[config.mk]
export PLATFORM = sky130hd
export DESIGN_NAME = sa_req_sched
export DESIGN_NICKNAME = d
export VERILOG_FILES = /design/src/rtl/sa_req_sched.sv
export SDC_FILE = /design/constraint.sdc
export NUM_CORES = 1
export LEC_CHECK = 0
export BUFFER_PORTS_ARGS = -buffer_cell sky130_fd_sc_hd__buf_4
export CAP_MARGIN = 5
export CORE_MARGIN = 1.5
export CORE_UTILIZATION = 45
export DETAILED_ROUTE_END_ITERATION = 10
export PLACE_DENSITY = 0.7
export SETUP_SLACK_MARGIN = 0.05
export SLEW_MARGIN = 15
export SYNTH_ARGS = -nofsm -noshare
export SYNTH_HDL_FRONTEND = slang
export SYNTH_SLANG_ARGS = --single-unit
export TNS_END_PERCENT = 50
[constraint.sdc]
create_clock -name clk -period 3.1 [get_ports clk]
set_input_delay 0.62 -clock clk [delete_from_list [all_inputs] [get_ports clk]]
set_output_delay 0.62 -clock clk [all_outputs]
set_load 0.1 [all_outputs]
[src/rtl/sa_req_sched.sv]
// Request scheduler for the sa successive-approximation core: queues y_t targets,
// issues them one at a time and returns x/y results with signed error and timeout flag.
module sa_req_sched #(
    parameter int unsigned FIFO_DEPTH = 4,
    parameter int unsigned SETUP_CYC  = 1,
    parameter int unsigned TIMEOUT    = 32
) (
    input  logic        clk,
    input  logic        rst_n,
    input  logic        in_valid,
    output logic        in_ready,
    input  logic [9:0]  in_y_t,
    output logic [9:0]  sa_y_t,
    output logic        sa_start,
    input  logic        sa_done,
    input  logic [3:0]  sa_x,
    input  logic [9:0]  sa_y,
    output logic        out_valid,
    input  logic        out_ready,
    output logic [3:0]  out_x,
    output logic [9:0]  out_y,
    output logic [10:0] out_diff,
    output logic        out_tmo,
    output logic        busy
);

    localparam int unsigned Y_W   = 10;
    localparam int unsigned X_W   = 4;
    localparam int unsigned D_W   = 11;
    localparam int unsigned PTR_W = (FIFO_DEPTH > 1) ? $clog2(FIFO_DEPTH) : 1;
    localparam int unsigned CNT_W = PTR_W + 1;
    localparam int unsigned SET_W = $clog2(SETUP_CYC + 1);
    localparam int unsigned TMO_W = $clog2(TIMEOUT);

    localparam logic [2:0] S_IDLE  = 3'd0;
    localparam logic [2:0] S_SETUP = 3'd1;
    localparam logic [2:0] S_START = 3'd2;
    localparam logic [2:0] S_WAIT  = 3'd3;
    localparam logic [2:0] S_OUT   = 3'd4;

    logic [2:0]       state;
    logic [2:0]       state_d;
    logic [Y_W-1:0]   mem [FIFO_DEPTH];
    logic [PTR_W-1:0] wr_ptr;
    logic [PTR_W-1:0] rd_ptr;
    logic [CNT_W-1:0] count;
    logic [CNT_W-1:0] count_d;
    logic [SET_W-1:0] setup_cnt;
    logic [TMO_W-1:0] tmo_cnt;
    logic             push;
    logic             pop;
    logic             done_q;
    logic             done_rise;
    logic             setup_ok;
    logic             tmo_hit;

    // Fullness comes from the registered count only, so a full FIFO never accepts
    assign in_ready  = (count != CNT_W'(FIFO_DEPTH));
    assign push      = in_valid & in_ready;
    assign pop       = (state == S_IDLE) && (count != '0);
    assign done_rise = sa_done & ~done_q;
    assign setup_ok  = (setup_cnt == SET_W'(SETUP_CYC - 1));
    assign tmo_hit   = (tmo_cnt == TMO_W'(TIMEOUT - 1));

    // Occupancy after this cycle's push/pop
    always_comb begin
        count_d = count;
        if (push && !pop) begin
            count_d = count + CNT_W'(1);
        end else if (pop && !push) begin
            count_d = count - CNT_W'(1);
        end
    end

    // Next-state logic
    always_comb begin
        state_d = state;
        case (state)
            S_IDLE:  if (pop) state_d = S_SETUP;
            S_SETUP: if (setup_ok && !sa_done) state_d = S_START;
            S_START: state_d = S_WAIT;
            S_WAIT:  if (done_rise || tmo_hit) state_d = S_OUT;
            S_OUT:   if (out_ready) state_d = S_IDLE;
            default: state_d = S_IDLE;
        endcase
    end

    always_ff @(posedge clk or negedge rst_n) begin
        if (!rst_n) begin
            state <= S_IDLE;
        end else begin
            state <= state_d;
        end
    end

    // FIFO storage, no reset needed: entries are only read after being written
    always_ff @(posedge clk) begin
        if (push) begin
            mem[wr_ptr] <= in_y_t;
        end
    end

    always_ff @(posedge clk or negedge rst_n) begin
        if (!rst_n) begin
            wr_ptr <= '0;
            rd_ptr <= '0;
            count  <= '0;
        end else begin
            if (push) wr_ptr <= wr_ptr + PTR_W'(1);
            if (pop)  rd_ptr <= rd_ptr + PTR_W'(1);
            count <= count_d;
        end
    end

    // Sequencing counters and edge detect on sa_done
    always_ff @(posedge clk or negedge rst_n) begin
        if (!rst_n) begin
            done_q    <= 1'b0;
            setup_cnt <= '0;
            tmo_cnt   <= '0;
        end else begin
            done_q <= sa_done;
            if (pop) begin
                setup_cnt <= '0;
            end else if ((state == S_SETUP) && !setup_ok) begin
                setup_cnt <= setup_cnt + SET_W'(1);
            end
            if (state == S_START) begin
                tmo_cnt <= '0;
            end else if ((state == S_WAIT) && !done_rise && !tmo_hit) begin
                tmo_cnt <= tmo_cnt + TMO_W'(1);
            end
        end
    end

    // Registered outputs toward sa and the result port
    always_ff @(posedge clk or negedge rst_n) begin
        if (!rst_n) begin
            sa_y_t    <= '0;
            sa_start  <= 1'b0;
            out_valid <= 1'b0;
            out_x     <= '0;
            out_y     <= '0;
            out_diff  <= '0;
            out_tmo   <= 1'b0;
            busy      <= 1'b0;
        end else begin
            sa_start  <= (state_d == S_START);
            out_valid <= (state_d == S_OUT);
            busy      <= (state_d != S_IDLE) || (count_d != '0);
            if (pop) begin
                sa_y_t <= mem[rd_ptr];
            end
            if (state == S_WAIT) begin
                if (done_rise) begin
                    out_x    <= sa_x;
                    out_y    <= sa_y;
                    out_diff <= {1'b0, sa_y} - {1'b0, sa_y_t};
                    out_tmo  <= 1'b0;
                end else if (tmo_hit) begin
                    out_x    <= X_W'(0);
                    out_y    <= Y_W'(0);
                    out_diff <= D_W'(0);
                    out_tmo  <= 1'b1;
                end
            end
        end
    end

endmodule
==> flow_summary_export.csv <==
group,metric,value,unit
layout,final_core_util,55.92,%
place,dpl.hpwl,5.496,mm
timing,timing.fmax,396.7,MHz
clock_network,cts.path.max_buffers,2,
floorplan,start_util,46.97,%
critical_path,endpoint_kind,"flip-flop",
logic_synthesis,synth_compound_area_share,9.542,%
status,outcome,"finished clean",
place,port_buffers,68,
clock_network,cts-root-buf,"clkbuf_8",
job,cap_violations,0,
global_route,grt_remaining_overflow,0,
clock_network,cts_resized,0,
logic_synthesis,synth_top_area_share,33.71,%
drt,wire_per_inst,16.22,µm
critical_path,rrSetupSlack,650,ps
drt,antenna_left,0,
logic_synthesis,syn_inst,294,
logic_synthesis,muxShareOfSynthArea,8.609,%
logic_synthesis,synth_edf_count,40,
critical_path,critical-path-top-delay-family,"compound AO/OA/AOI/OAI gates",
timing,hold_viol,0,
place,dp_slack,220.3,ps
clock_network,cts_sinks,96,
place,placed_cell_area,4785,µm²
drt,via_per_inst,5.330,
logic_synthesis,synth_top_family_by_area,"compound AO/OA/AOI/OAI gates",
logic_synthesis,synthAdderAreaFrac,6.442,%
logic_synthesis,synth-simple-area-share,7.014,%
drt,drt_iter0_markers,104,
logic_synthesis,syn_area,4156,µm²
layout,design_area,4949,µm²
timing,rsz0062_at_grt,"no",
logic_synthesis,yosysUniqueCellTypes,48,
critical_path,arrival,2810,ps
critical_path,crit_top_cell,"inv_1",
critical_path,r2r-start,"sa_y_t[0]$_DFFE_PN0P_",
floorplan,die_w,99.11,µm
critical_path,critPathRequiredTime,3390,ps
timing,fin_setup_tns,0,ps
min_path,min_path_type,"in -> async",
drt,drt-pass1-iter-count,4,
clock_network,clock_latency,350,ps
clock_network,path_clk_slew,90,ps
critical_path,slowest_delay,440,ps
place,gp_congestion,0.8094,
logic_synthesis,async_flop_share,58.33,%
floorplan,dieHeight,99.11,µm
critical_path,cp_max_fo,3,
global_route,grt_pass1_wl,12.68,mm
drt,dr_total_vias,2553,
logic_synthesis,synthTopCellsByArea,"dfrtp_1 (34%), edfxtp_1 (29%), ha_1 (5.7%)",
critical_path,worstSetupPathType,"in -> reg",
logic_synthesis,ys_seq_area_share,62.61,%
logic_synthesis,synth_largest_area_cell,"dfrtp_1",
global_route,gr-usage-all-layers,16.75,%
timing,final-setup-viol-count,0,
logic_synthesis,synthXorXnorAreaFrac,2.950,%
layout,fill_cells,741,
logic_synthesis,netlist_top_cells_count,"dfrtp_1 (56), edfxtp_1 (40), ha_1 (19)",
critical_path,crit_chain,"buf_4, inv_1, ha_1, inv_1, fa_1, a211oi_1, o21bai_1, a21oi_1, o21ai_0, a2111oi_0, a211o_1",
timing,skew,10.00,ps
timing,fin_crit_sh,81.31,%
critical_path,r2r-end,"out_diff[10]$_DFFE_PN0P_",
clock_network,cts_buffers,9,
logic_synthesis,yosysWarnings,0,
clock_network,cts_tree,"yes",
timing,slew_headroom,52.75,%
layout,antenna_cells,0,
critical_path,worst_r2r_path_depth,9,
logic_synthesis,synth-seq-cells,96,
layout,area_growth,19.05,%
logic_synthesis,syn-num-nets,343,
floorplan,core,8848,µm²
floorplan,io-pin-count,69,
drt,wl,7.768,mm
global_route,grt_max_degree,57,
critical_path,path_buf_inv,3,
floorplan,die_area,9822,µm²
global_route,grt_antenna_before_repair,0,
floorplan,rows,34,
layout,layout.nets,415,
logic_synthesis,synth-main-ff-cell,"dfrtp_1",
timing,period_minus_slack,2521,ps
critical_path,startpoint_type,"input pin",
timing,drv_slew,0,
clock_network,cts_setup_buffers,0,
timing,tightest_slew,708.7,ps
global_route,grt_pass1_vias,2522,
timing,fin_ws,579.4,ps
drt,drc,0,
clock_network,cts_hold_buf,0,
logic_synthesis,yosysMostFrequentCell,"dfrtp_1",
critical_path,slowest_stage,"a2111oi_0",
logic_synthesis,syn_avg_cell_area,14.14,µm²
layout,drive_gt1_share,29.65,%
clock_network,h-tree-depth,3,
[cell type report]
type	count	area [µm²]	share of cell area (%)
flip-flops and latches	96	2603	52.59
multi-input cells	170	1443	29.15
repair buffers	72	540.5	10.92
well taps	108	135.1	2.731
clock buffers	10	127.6	2.579
inverters	17	63.81	1.290
clock inverters	6	36.28	0.7332
[worst max path at each step]
stage / to / cells past startpoint / slack, ps / from
finish: out_diff[10]$_DFFE_PN0P_ / 11 / 580 / sa_y[0]
global placement: out_diff[10]$_DFFE_PN0P_ / 11 / 280 / sa_y[0]
CTS: out_diff[10]$_DFFE_PN0P_ / 11 / 580 / sa_y[0]
floorplan: out_diff[10]$_DFFE_PN0P_ / 9 / 170 / sa_y_t[0]$_DFFE_PN0P_
detailed placement: out_diff[10]$_DFFE_PN0P_ / 11 / 220 / sa_y[0]
global route: out_diff[10]$_DFFE_PN0P_ / 11 / 450 / sa_y[0]
[stage by stage]
| stage | std cells | hold WS [ps] |
|---|---|---|
| global route | 479 | 363.0 |
| floorplan | 294 | 324.4 |
| detailed placement | 463 | 454.7 |
| CTS | 479 | 329.6 |
| global placement | 463 | 449.7 |
| finish | 479 | 307.1 |
[layout by cell type, fill, tap and decap left out, types with 2 or more instances in the layout]
cell,instances
a21oi_1,8
ha_1,19
edfxtp_1,40
nor3_1,5
o211ai_1,2
xnor2_1,10
inv_1,17
clkinvlp_4,2
a22o_1,14
nor2b_1,5
o41ai_1,2
buf_4,72
mux2_2,10
dfrtp_1,56
mux4_2,10
clkbuf_8,9
o21ai_0,14
clkinv_1,2
mux2i_1,2
a21o_1,4
nand2_1,18
nor2_1,9
a211oi_1,3
nand3_1,2
xor2_1,4
nand4_1,2
or4_1,2
and3_1,6
[flip-flops by register name (all words and copies together) (netlist names)]
register	flops
mem	40
setup_cnt	1
out_valid	1
state	3
done_q	1
out_tmo	1
out_y	10
rd_ptr	2
out_diff	11
sa_start	1
tmo_cnt	5
busy	1
sa_y_t	10
out_x	4
wr_ptr	2
count	3
[routing by layer]
layer	GRT usage [%]	routed length (µm)
met2	25.99	3685
met5	0	0
met3	3.514	295
met1	23.69	3693
met4	5.959	93
[kinds of logic after synthesis]
group                    Yosys count
buffers and inverters             28
multiplexers                      22
AO/OA/AOI/OAI                     56
flip-flops                        96
AND/OR/NAND/NOR                   57
XOR/XNOR                          14
adder cells (fa/ha/maj)           21
Power is not shown: default switching activity piles up to over one toggle a cycle in this logic, so the estimate is an artifact.
